<file path="src/rtl/dvp_gen_pkg.sv">
// Shared constants for the DVP sensor emulator: pattern modes, FSM states, colour-bar palette.
package dvp_gen_pkg;

    localparam logic [1:0] MODE_CNT   = 2'd0;
    localparam logic [1:0] MODE_BARS  = 2'd1;
    localparam logic [1:0] MODE_SOLID = 2'd2;

    typedef logic [1:0] state_t;
    localparam state_t ST_IDLE = 2'd0;
    localparam state_t ST_RUN  = 2'd1;
    localparam state_t ST_STOP = 2'd2;

    // RGB565 bars, left to right
    localparam logic [15:0] BAR_WHITE   = 16'hFFFF;
    localparam logic [15:0] BAR_YELLOW  = 16'hFFE0;
    localparam logic [15:0] BAR_CYAN    = 16'h07FF;
    localparam logic [15:0] BAR_GREEN   = 16'h07E0;
    localparam logic [15:0] BAR_MAGENTA = 16'hF81F;
    localparam logic [15:0] BAR_RED     = 16'hF800;
    localparam logic [15:0] BAR_BLUE    = 16'h001F;
    localparam logic [15:0] BAR_BLACK   = 16'h0000;

endpackage

</file>
<file path="src/rtl/dvp_colorbar_lut.sv">
// Bar index to RGB565 colour; purely combinational.
module dvp_colorbar_lut
    import dvp_gen_pkg::*;
(
    input  logic [2:0]  bar,
    output logic [15:0] rgb
);

    always_comb begin
        rgb = BAR_BLACK;
        case (bar)
            3'd0:    rgb = BAR_WHITE;
            3'd1:    rgb = BAR_YELLOW;
            3'd2:    rgb = BAR_CYAN;
            3'd3:    rgb = BAR_GREEN;
            3'd4:    rgb = BAR_MAGENTA;
            3'd5:    rgb = BAR_RED;
            3'd6:    rgb = BAR_BLUE;
            default: rgb = BAR_BLACK;
        endcase
    end

endmodule

</file>
<file path="src/rtl/dvp_sensor_gen.sv">
// OV5640-style DVP sensor emulator: vsync/href/byte-serial pixels with test patterns.
// Define DVP_SENSOR_GEN_COLORBAR_EN to enable the colour-bar pattern (mode 1).
module dvp_sensor_gen
    import dvp_gen_pkg::*;
#(
    parameter int   DATA_W        = 8,
    parameter int   BYTES_PER_PIX = 2,
    parameter int   H_VALID       = 640,
    parameter int   H_TOTAL       = 784,
    parameter int   V_SYNC        = 4,
    parameter int   V_BACK        = 18,
    parameter int   V_VALID       = 480,
    parameter int   V_TOTAL       = 510,
    parameter logic VSYNC_POL     = 1'b1
)
(
    input  logic              sys_clk,
    input  logic              sys_rst_n,
    input  logic              enable,
    input  logic [1:0]        mode,
    input  logic [15:0]       solid_rgb,
    output logic              dvp_vsync,
    output logic              dvp_href,
    output logic [DATA_W-1:0] dvp_data,
    output logic              frame_start,
    output logic [15:0]       frame_cnt,
    output logic              busy
);

    localparam int LINE_B = H_TOTAL * BYTES_PER_PIX;
    // One spare bit so limits equal to the total never wrap to zero
    localparam int HW = $clog2(LINE_B + 1);
    localparam int VW = $clog2(V_TOTAL + 1);

    localparam logic [HW-1:0] H_MAX     = HW'(LINE_B - 1);
    localparam logic [HW-1:0] H_ACT     = HW'(H_VALID * BYTES_PER_PIX);
    localparam logic [VW-1:0] V_MAX     = VW'(V_TOTAL - 1);
    localparam logic [VW-1:0] V_SYNC_E  = VW'(V_SYNC);
    localparam logic [VW-1:0] V_ACT_B   = VW'(V_SYNC + V_BACK);
    localparam logic [VW-1:0] V_ACT_E   = VW'(V_SYNC + V_BACK + V_VALID);

    state_t            state, state_nxt;
    logic [HW-1:0]     cnt_h;
    logic [VW-1:0]     cnt_v;
    logic              run, frame_end, frame_top;
    logic              vsync_act, href_act;
    logic [1:0]        mode_q;
    logic [15:0]       rgb_q;
    logic [DATA_W-1:0] byte_cnt;
    logic [15:0]       pix_rgb;
    logic [7:0]        pix_byte;
    logic              lo_byte, use_rgb;
    logic [DATA_W-1:0] pat;

    assign run       = (state != ST_IDLE);
    assign busy      = run;
    assign frame_end = (cnt_v == V_MAX) && (cnt_h == H_MAX);
    assign frame_top = (cnt_v == '0) && (cnt_h == '0);
    assign vsync_act = run && (cnt_v < V_SYNC_E);
    assign href_act  = run && (cnt_h < H_ACT) && (cnt_v >= V_ACT_B) && (cnt_v < V_ACT_E);

    // Dropping enable exactly on the last byte ends the frame without a STOP detour
    always_comb begin
        state_nxt = state;
        case (state)
            ST_IDLE: if (enable) state_nxt = ST_RUN;
            ST_RUN:  if (!enable) state_nxt = frame_end ? ST_IDLE : ST_STOP;
            ST_STOP: begin
                if (enable)         state_nxt = ST_RUN;
                else if (frame_end) state_nxt = ST_IDLE;
            end
            default: state_nxt = ST_IDLE;
        endcase
    end

    always_ff @(posedge sys_clk or negedge sys_rst_n) begin
        if (!sys_rst_n) state <= ST_IDLE;
        else            state <= state_nxt;
    end

    always_ff @(posedge sys_clk or negedge sys_rst_n) begin
        if (!sys_rst_n) begin
            cnt_h <= '0;
            cnt_v <= '0;
        end else if (!run) begin
            cnt_h <= '0;
            cnt_v <= '0;
        end else if (cnt_h == H_MAX) begin
            cnt_h <= '0;
            cnt_v <= (cnt_v == V_MAX) ? '0 : cnt_v + 1'b1;
        end else begin
            cnt_h <= cnt_h + 1'b1;
        end
    end

    // Pattern settings only change on a frame boundary
    always_ff @(posedge sys_clk or negedge sys_rst_n) begin
        if (!sys_rst_n) begin
            mode_q <= MODE_CNT;
            rgb_q  <= '0;
        end else if (frame_top) begin
            mode_q <= mode;
            rgb_q  <= solid_rgb;
        end
    end

    always_ff @(posedge sys_clk or negedge sys_rst_n) begin
        if (!sys_rst_n)    byte_cnt <= '0;
        else if (href_act) byte_cnt <= byte_cnt + 1'b1;
        else               byte_cnt <= '0;
    end

    assign lo_byte = (BYTES_PER_PIX == 2) ? cnt_h[0] : 1'b0;

`ifdef DVP_SENSOR_GEN_COLORBAR_EN
    logic [HW-1:0] pixel_x;
    logic [2:0]    bar;
    logic [15:0]   bar_rgb;

    // H_VALID is a multiple of 8, so inside href the bar index stays in 0..7
    assign pixel_x = cnt_h / HW'(BYTES_PER_PIX);
    assign bar     = 3'(pixel_x / HW'(H_VALID / 8));

    dvp_colorbar_lut u_lut (
        .bar (bar),
        .rgb (bar_rgb)
    );

    assign pix_rgb = (mode_q == MODE_BARS) ? bar_rgb : rgb_q;
    assign use_rgb = (mode_q == MODE_BARS) || (mode_q == MODE_SOLID);
`else
    assign pix_rgb = rgb_q;
    assign use_rgb = (mode_q == MODE_SOLID);
`endif

    assign pix_byte = lo_byte ? pix_rgb[7:0] : pix_rgb[15:8];
    assign pat      = use_rgb ? DATA_W'(pix_byte) : byte_cnt;

    always_ff @(posedge sys_clk or negedge sys_rst_n) begin
        if (!sys_rst_n) begin
            dvp_vsync   <= ~VSYNC_POL;
            dvp_href    <= 1'b0;
            dvp_data    <= '0;
            frame_start <= 1'b0;
            frame_cnt   <= '0;
        end else begin
            dvp_vsync   <= vsync_act ? VSYNC_POL : ~VSYNC_POL;
            dvp_href    <= href_act;
            dvp_data    <= href_act ? pat : '0;
            frame_start <= run && frame_top;
            if (run && frame_top) frame_cnt <= frame_cnt + 1'b1;
        end
    end

endmodule
</file>
<file path="config.mk">
export PLATFORM = sky130hd
export DESIGN_NAME = dvp_sensor_gen
export DESIGN_NICKNAME = d
export VERILOG_FILES = /design/src/rtl/dvp_gen_pkg.sv /design/src/rtl/dvp_colorbar_lut.sv /design/src/rtl/dvp_sensor_gen.sv
export SDC_FILE = /design/constraint.sdc
export NUM_CORES = 1
export LEC_CHECK = 0
export CAP_MARGIN = 5
export CORE_MARGIN = 5
export CORE_UTILIZATION = 50
export CTS_BUF_LIST = sky130_fd_sc_hd__clkbuf_4
export DETAILED_ROUTE_END_ITERATION = 12
export PLACE_DENSITY = 0.74
export SLEW_MARGIN = 20
export SYNTH_ARGS = -nofsm -noshare
export SYNTH_HDL_FRONTEND = slang
export SYNTH_HIERARCHICAL = 1
export SYNTH_SLANG_ARGS = --single-unit
</file>
<file path="constraint.sdc">
create_clock -name sys_clk -period 4.1 [get_ports sys_clk]
set_input_delay 0.82 -clock sys_clk [delete_from_list [all_inputs] [get_ports sys_clk]]
set_output_delay 0.82 -clock sys_clk [all_outputs]
set_load 0.03 [all_outputs]
</file>
Word level (Yosys, flattened, before mapping)
Index checks and enable logic that the tools add are counted.

storage, ports and cells
  output and inout bits = 28
  word-level logic and storage cells = 56
  bits of input ports = 21
  register bits after elaboration = 75

operators by class
  add/subtract/negate cells = 4
  equal/unequal tests = 9
  $lt $le $gt $ge = 4
  multiplexer cells = 16
  reduce and logical (&&, ||, !) cells = 12

operators with widths
  cell                     count
  $mux W8                  4
  $mux W9                  3
  $mux W11                 2
  $add A16 B1 Y16 const B  1
  $add A11 B1 Y11 const B  1
  $eq A11 B11 Y1 const B   1
  $logic_not A11 Y1        1
  $lt A11 B11 Y1 const B   1
  $mux W2                  5
  $add A9 B1 Y9 const B    1
  $eq A9 B9 Y1 const B     1
  $ge A9 B5 Y1 const B     1
  $logic_not A9 Y1         1
  $lt A9 B3 Y1 const B     1
  $lt A9 B9 Y1 const B     1
  $add A8 B1 Y8 const B    1
  $logic_and A1 B1 Y1      7
  $pmux W2 S3              1
  $eq A2 B2 Y1 const B     2
  $ne A2 B2 Y1 const B     2
  $ne A3 B3 Y1 const B     1
  $reduce_and A3 Y1        1
  $eq A2 B1 Y1 const B     1
  $logic_not A2 Y1         1
  3 further kinds          3

Depth between registers and ports, before layout
  word-level depth = 5
  gate-level depth with buffers = 9
  mapped depth without buffers = 6

Least setup slack after synthesis
Ideal clock, no wire load.

  path type = flip-flop to flip-flop
  from = reg cnt_h[0]
  to = reg rgb_q[0] (netlist: pix_rgb[0])
  data arrival time = 2002 ps
  stages on the path, launching flop included = 9
  buffers on the path = 2
  path slack = 1971 ps
  clock period less this slack = 2129 ps
  library setup time = 127 ps
  cell sequence = dfrtp_1 -> clkbuf_1 -> inv_1 -> ha_1 -> nor4bb_1 -> nand4_1 -> nor2_8 -> buf_6 -> mux2_1

on the way
  cells in the longest elaborated chain, start to end = 2

RTL lines
  what                      RTL line               text
  start: declaration        dvp_sensor_gen.sv:43   logic [HW-1:0] cnt_h;
  start signal: assignment  dvp_sensor_gen.sv:92   cnt_h <= cnt_h + 1'b1;
  $logic_not A11 Y1         dvp_sensor_gen.sv:58   assign frame_top = (cnt_v == '0) && (cnt_h == '0);
  $logic_and A1 B1 Y1       dvp_sensor_gen.sv:58
  end signal: assignment    dvp_sensor_gen.sv:103  rgb_q <= solid_rgb;
  end: declaration          dvp_sensor_gen.sv:48   logic [15:0] rgb_q;

Every way passes these cells.
A chain may end at the register's enable or synchronous reset.

Final worst setup path
  from = reg state[1]
  to = out busy

on the way
  cells in the longest elaborated chain, start to end = 1

RTL lines
  what                      RTL line              text
  start: declaration        dvp_sensor_gen.sv:42  state_t state, state_nxt;
  start signal: assignment  dvp_sensor_gen.sv:78  else state <= state_nxt;
  $reduce_bool A2 Y1        dvp_sensor_gen.sv:55  assign run = (state != ST_IDLE);
  end: declaration          dvp_sensor_gen.sv:27  output logic busy

Every way passes these cells.

==> metrics list <==
* Outcome: finished, final reports clean
* Total of cells resized after clock tree synthesis: 0
* Cts bufs inserted: 9
- Dividing total power by cell area gives a power density of 477 nW/um^2.
- Worst clock skew: 9.40 ps
* Top delay family on crit path: buffers and inverters
* Number of flops mapped to enable cells by yosys: 0
- Setup repair after global routing left no endpoint under its margin.
- At the worst endpoint, the required time is 3280 ps.
* Achievable Freq: 346 MHz
* Share of the clock period used by the worst path after layout: 70.6%
- Summing over every cut layer, the via total after detailed routing is 2437.
* Count of distinct cell types in the synthesized netlist: 48
- Summed over all cells, the static leakage comes to 1.72 nW.
* Highest-delay cell along the critical path: sky130_fd_sc_hd__clkdlybuf4s50_1
- Number of buffers added for setup after CTS: 0
- Worst supply voltage drop on vdd: 0.286 mV
* Area overhead of the layout relative to synthesis: 19.4%
* Number of endpoints with negative hold slack in the final report: 0
- At the end of routability-driven placement, the weighted congestion stood at 0.855.
* Vertical extent of the die: 93.6 um
- TritonCTS clock tree: built
- The detail route stage leaves a number of antenna-violating nets equal to 0.
* Number of cells on the worst reg-to-reg path: 4
- Data arrival, critical path: 2070 ps
- Total clock sinks: 75
* Initial core utilization: 51.4%
* Summed instance area of the synthesized netlist: 3490 sq um
- In this run the worst setup path begins at state[1].
- After clock tree synthesis, the clock-pin slew on the worst setup and hold paths is 110 ps.
* Sequential share of the synthesized area: 53.8%
- Time the worst path needs with I/O delays and setup: 2890 ps
* Horizontal die dimension: 93.6 um
* Die area: 8750 sq um
* Share of post-route cells with drive strength above 1: 9.12%
- Per-cell routed wire length: 14.2 um
* Largest driver fanout on the critical path: 8
* Most used standard cell by instance count after synthesis: sky130_fd_sc_hd__dfrtp_1
- The net count of the finished layout is 385.
- The cell sitting at the root of the clock tree is a sky130_fd_sc_hd__clkbuf_4.
* Ranking of synthesized cells by instance count: sky130_fd_sc_hd__dfrtp_1 (75), sky130_fd_sc_hd__nor2_1 (30), sky130_fd_sc_hd__nand3_1 (21)
- For the pin with the worst max-slew slack, the measured transition is 1030 ps.
- After synthesis, the cell types taking the most area are sky130_fd_sc_hd__dfrtp_1 (54%), sky130_fd_sc_hd__xnor2_1 (5.0%), sky130_fd_sc_hd__mux2_1 (3.2%).
* Count of buffers inserted at the top-level ports: 48
* First-pass GRT wire length: 11300 um
- Count of max-cap constraint violations: 0
* Share of the synthesized area in the top cell type: 53.8%
- Synthesized area per cell: 11.4 sq um
- Number of synthesized register bits: 75
- Hold/Removal Path Class: flip-flop to flip-flop
* Routed Wire Length: 6520 um
- Area inside the core boundary: 6790 sq um
- Sort of element at the end of the critical path: primary output
- After detailed routing, the number of remaining DRC violations is 0.
- Pin count of the biggest net entering global routing: 76
- Dpl hpwl: 4700 um
- Number of cells in the design after placement: 442
* End point of the critical path: busy
* Worst Path Buf+Inv: 2
- The via count of the first global-routing pass was 2435.
- Synth Warn #: 6
- The max-slew violation count is 0.
- Peak per-stage delay on the critical path: 680 ps
- The endpoint identified for the worst register-to-register timing path is cnt_v[2].
* Clock latency at the later pin of the worst-skew pair: 400 ps
- H-Tree Level Count: 3
- CTS Buffer Depth: 2
* Post-Synthesis Net Count: 335
- After floorplanning, the core was divided into 30 placement rows.
* IO Count: 49
- Setup total negative slack: 0 ps
- The critical path crosses 3 cells after its start point.
* Hold buffers post-CTS: 0
- GRT Overall Usage: 16.5%
- The initial antenna violation count is 0.
* Sort of element at the start of the critical path: flip-flop
* Cell taking the most area after synthesis: sky130_fd_sc_hd__dfrtp_1
* Critical register-to-register path startpoint: cnt_h[7]
* Cells traversed along the worst timing path: nor2_4, clkinv_1, clkdlybuf4s50_1
- Once layout is complete, the cells apart from fillers number 459.
* Overflow left after global routing: 0
* Vias per std cell: 5.31
- Ys async rst share: 100%
- After the first detailed-routing iteration, the DRC count stood at 165.
- For this run, the leading register cell type out of synthesis is sky130_fd_sc_hd__dfrtp_1.
- Cell count after synthesis: 307
- Setup violations remaining at the end of the flow were counted as 0.
- The pre-antenna-repair detailed-routing pass consisted of 4 iterations.
- Internal reg-to-reg setup slack: 1710 ps
- Critical path type: flip-flop to primary output
* Rel. slew slack: 30.9%
==> worst min-delay path by stage <==
stage | start | end | slack [ps] | cells past startpoint
after floorplan | pix_rgb[8] | pix_rgb[8] | 460 | 1
after global placement | frame_cnt[15] | frame_cnt[15] | 460 | 1
after detailed placement | frame_cnt[15] | frame_cnt[15] | 470 | 1
after CTS | frame_cnt[15] | frame_cnt[15] | 480 | 1
after global routing | pix_rgb[7] | pix_rgb[7] | 520 | 1
final | frame_cnt[15] | frame_cnt[15] | 480 | 1
==> final cells by class <==
class	count	area [sq um]
clock buffer	10	75.1
tap	96	120
clock inverter	6	56.3
sequential	75	1880
timing repair buffer	48	478
antenna	1	2.50
multi-input combinational	212	1520
fill	576	2630
inverter	11	41.3
==> per-layer routing <==
| layer | wire length, um | global-route usage (%) | vias to the layer above |
|---|---|---|---|
| met4 | 100 | 7.34 | 0 |
| met5 | 0 | 0 | - |
| met1 | 3060 | 22.8 | 1178 |
| met3 | 325 | 4.18 | 9 |
| li1 | - | - | 1190 |
| met2 | 3030 | 24.7 | 60 |
==> flip-flops by register name (all words and copies together), names as in the netlist <==
name,cells
mode_q,2
byte_cnt,8
cnt_h,11
cnt_v,9
pix_rgb,16
frame_start,1
state,2
frame_cnt,16
dvp_href,1
dvp_data,8
dvp_vsync,1
==> metrics by stage <==
step	utilization [%]	total power, mW	hold WS (ps)	setup slack, ps	cell area [sq um]
after floorplan	-	1.41	457	1970	3490
after global placement	59.4	1.56	463	1650	4030
after detailed placement	59.4	1.59	466	1650	4030
after CTS	61.3	2.02	483	1170	4170
after global routing	61.3	2.13	518	1050	4170
final	61.3	1.99	480	1210	4170
==> power breakdown <==
group,total [mW],internal [mW],switching [mW]
sequential,0.982,0.876,0.106
clock,0.431,0.188,0.243
combinational,0.576,0.267,0.309
total,1.99,1.33,0.657
==> kinds of logic (layout without fill, tap and decap cells) <==
group | Yosys count | count (layout) | share of synthesized area (%)
flip-flops | 75 | 75 | 53.8
multiplexers | 27 | 27 | 8.42
AO/OA/AOI/OAI | 34 | 34 | 6.88
buffers and inverters | 20 | 75 | 2.76
XOR/XNOR | 31 | 31 | 7.78
other | 0 | 1 | 0
adder cells (fa/ha/maj) | 7 | 7 | 2.51
AND/OR/NAND/NOR | 113 | 113 | 17.9
==> placed cells by master, fill, tap and decap left out, types with 3 or more instances in the layout <==
| cell | synthesis | layout |
|---|---|---|
| sky130_fd_sc_hd__nand2_1 | 13 | 13 |
| sky130_fd_sc_hd__inv_1 | 10 | 10 |
| sky130_fd_sc_hd__nor2_1 | 30 | 30 |
| sky130_fd_sc_hd__a211oi_1 | 8 | 8 |
| sky130_fd_sc_hd__xor2_1 | 11 | 11 |
| sky130_fd_sc_hd__dfrtp_1 | 75 | 75 |
| sky130_fd_sc_hd__mux2_1 | 10 | 10 |
| sky130_fd_sc_hd__nand3_1 | 21 | 21 |
| sky130_fd_sc_hd__or3_1 | 3 | 3 |
| sky130_fd_sc_hd__clkdlybuf4s50_1 | 0 | 47 |
| sky130_fd_sc_hd__clkinv_1 | 1 | 3 |
| sky130_fd_sc_hd__nor3_1 | 8 | 8 |
| sky130_fd_sc_hd__xnor2_1 | 20 | 20 |
| sky130_fd_sc_hd__ha_1 | 7 | 7 |
| sky130_fd_sc_hd__a21oi_1 | 3 | 3 |
| sky130_fd_sc_hd__clkbuf_4 | 0 | 10 |
| sky130_fd_sc_hd__o21ai_0 | 7 | 7 |
| sky130_fd_sc_hd__nand4_1 | 15 | 15 |
| sky130_fd_sc_hd__and3_1 | 7 | 7 |
| sky130_fd_sc_hd__o21ai_1 | 4 | 4 |
| sky130_fd_sc_hd__mux2_2 | 9 | 9 |
| sky130_fd_sc_hd__mux2i_1 | 8 | 8 |
(Power assumes the default switching activity.)
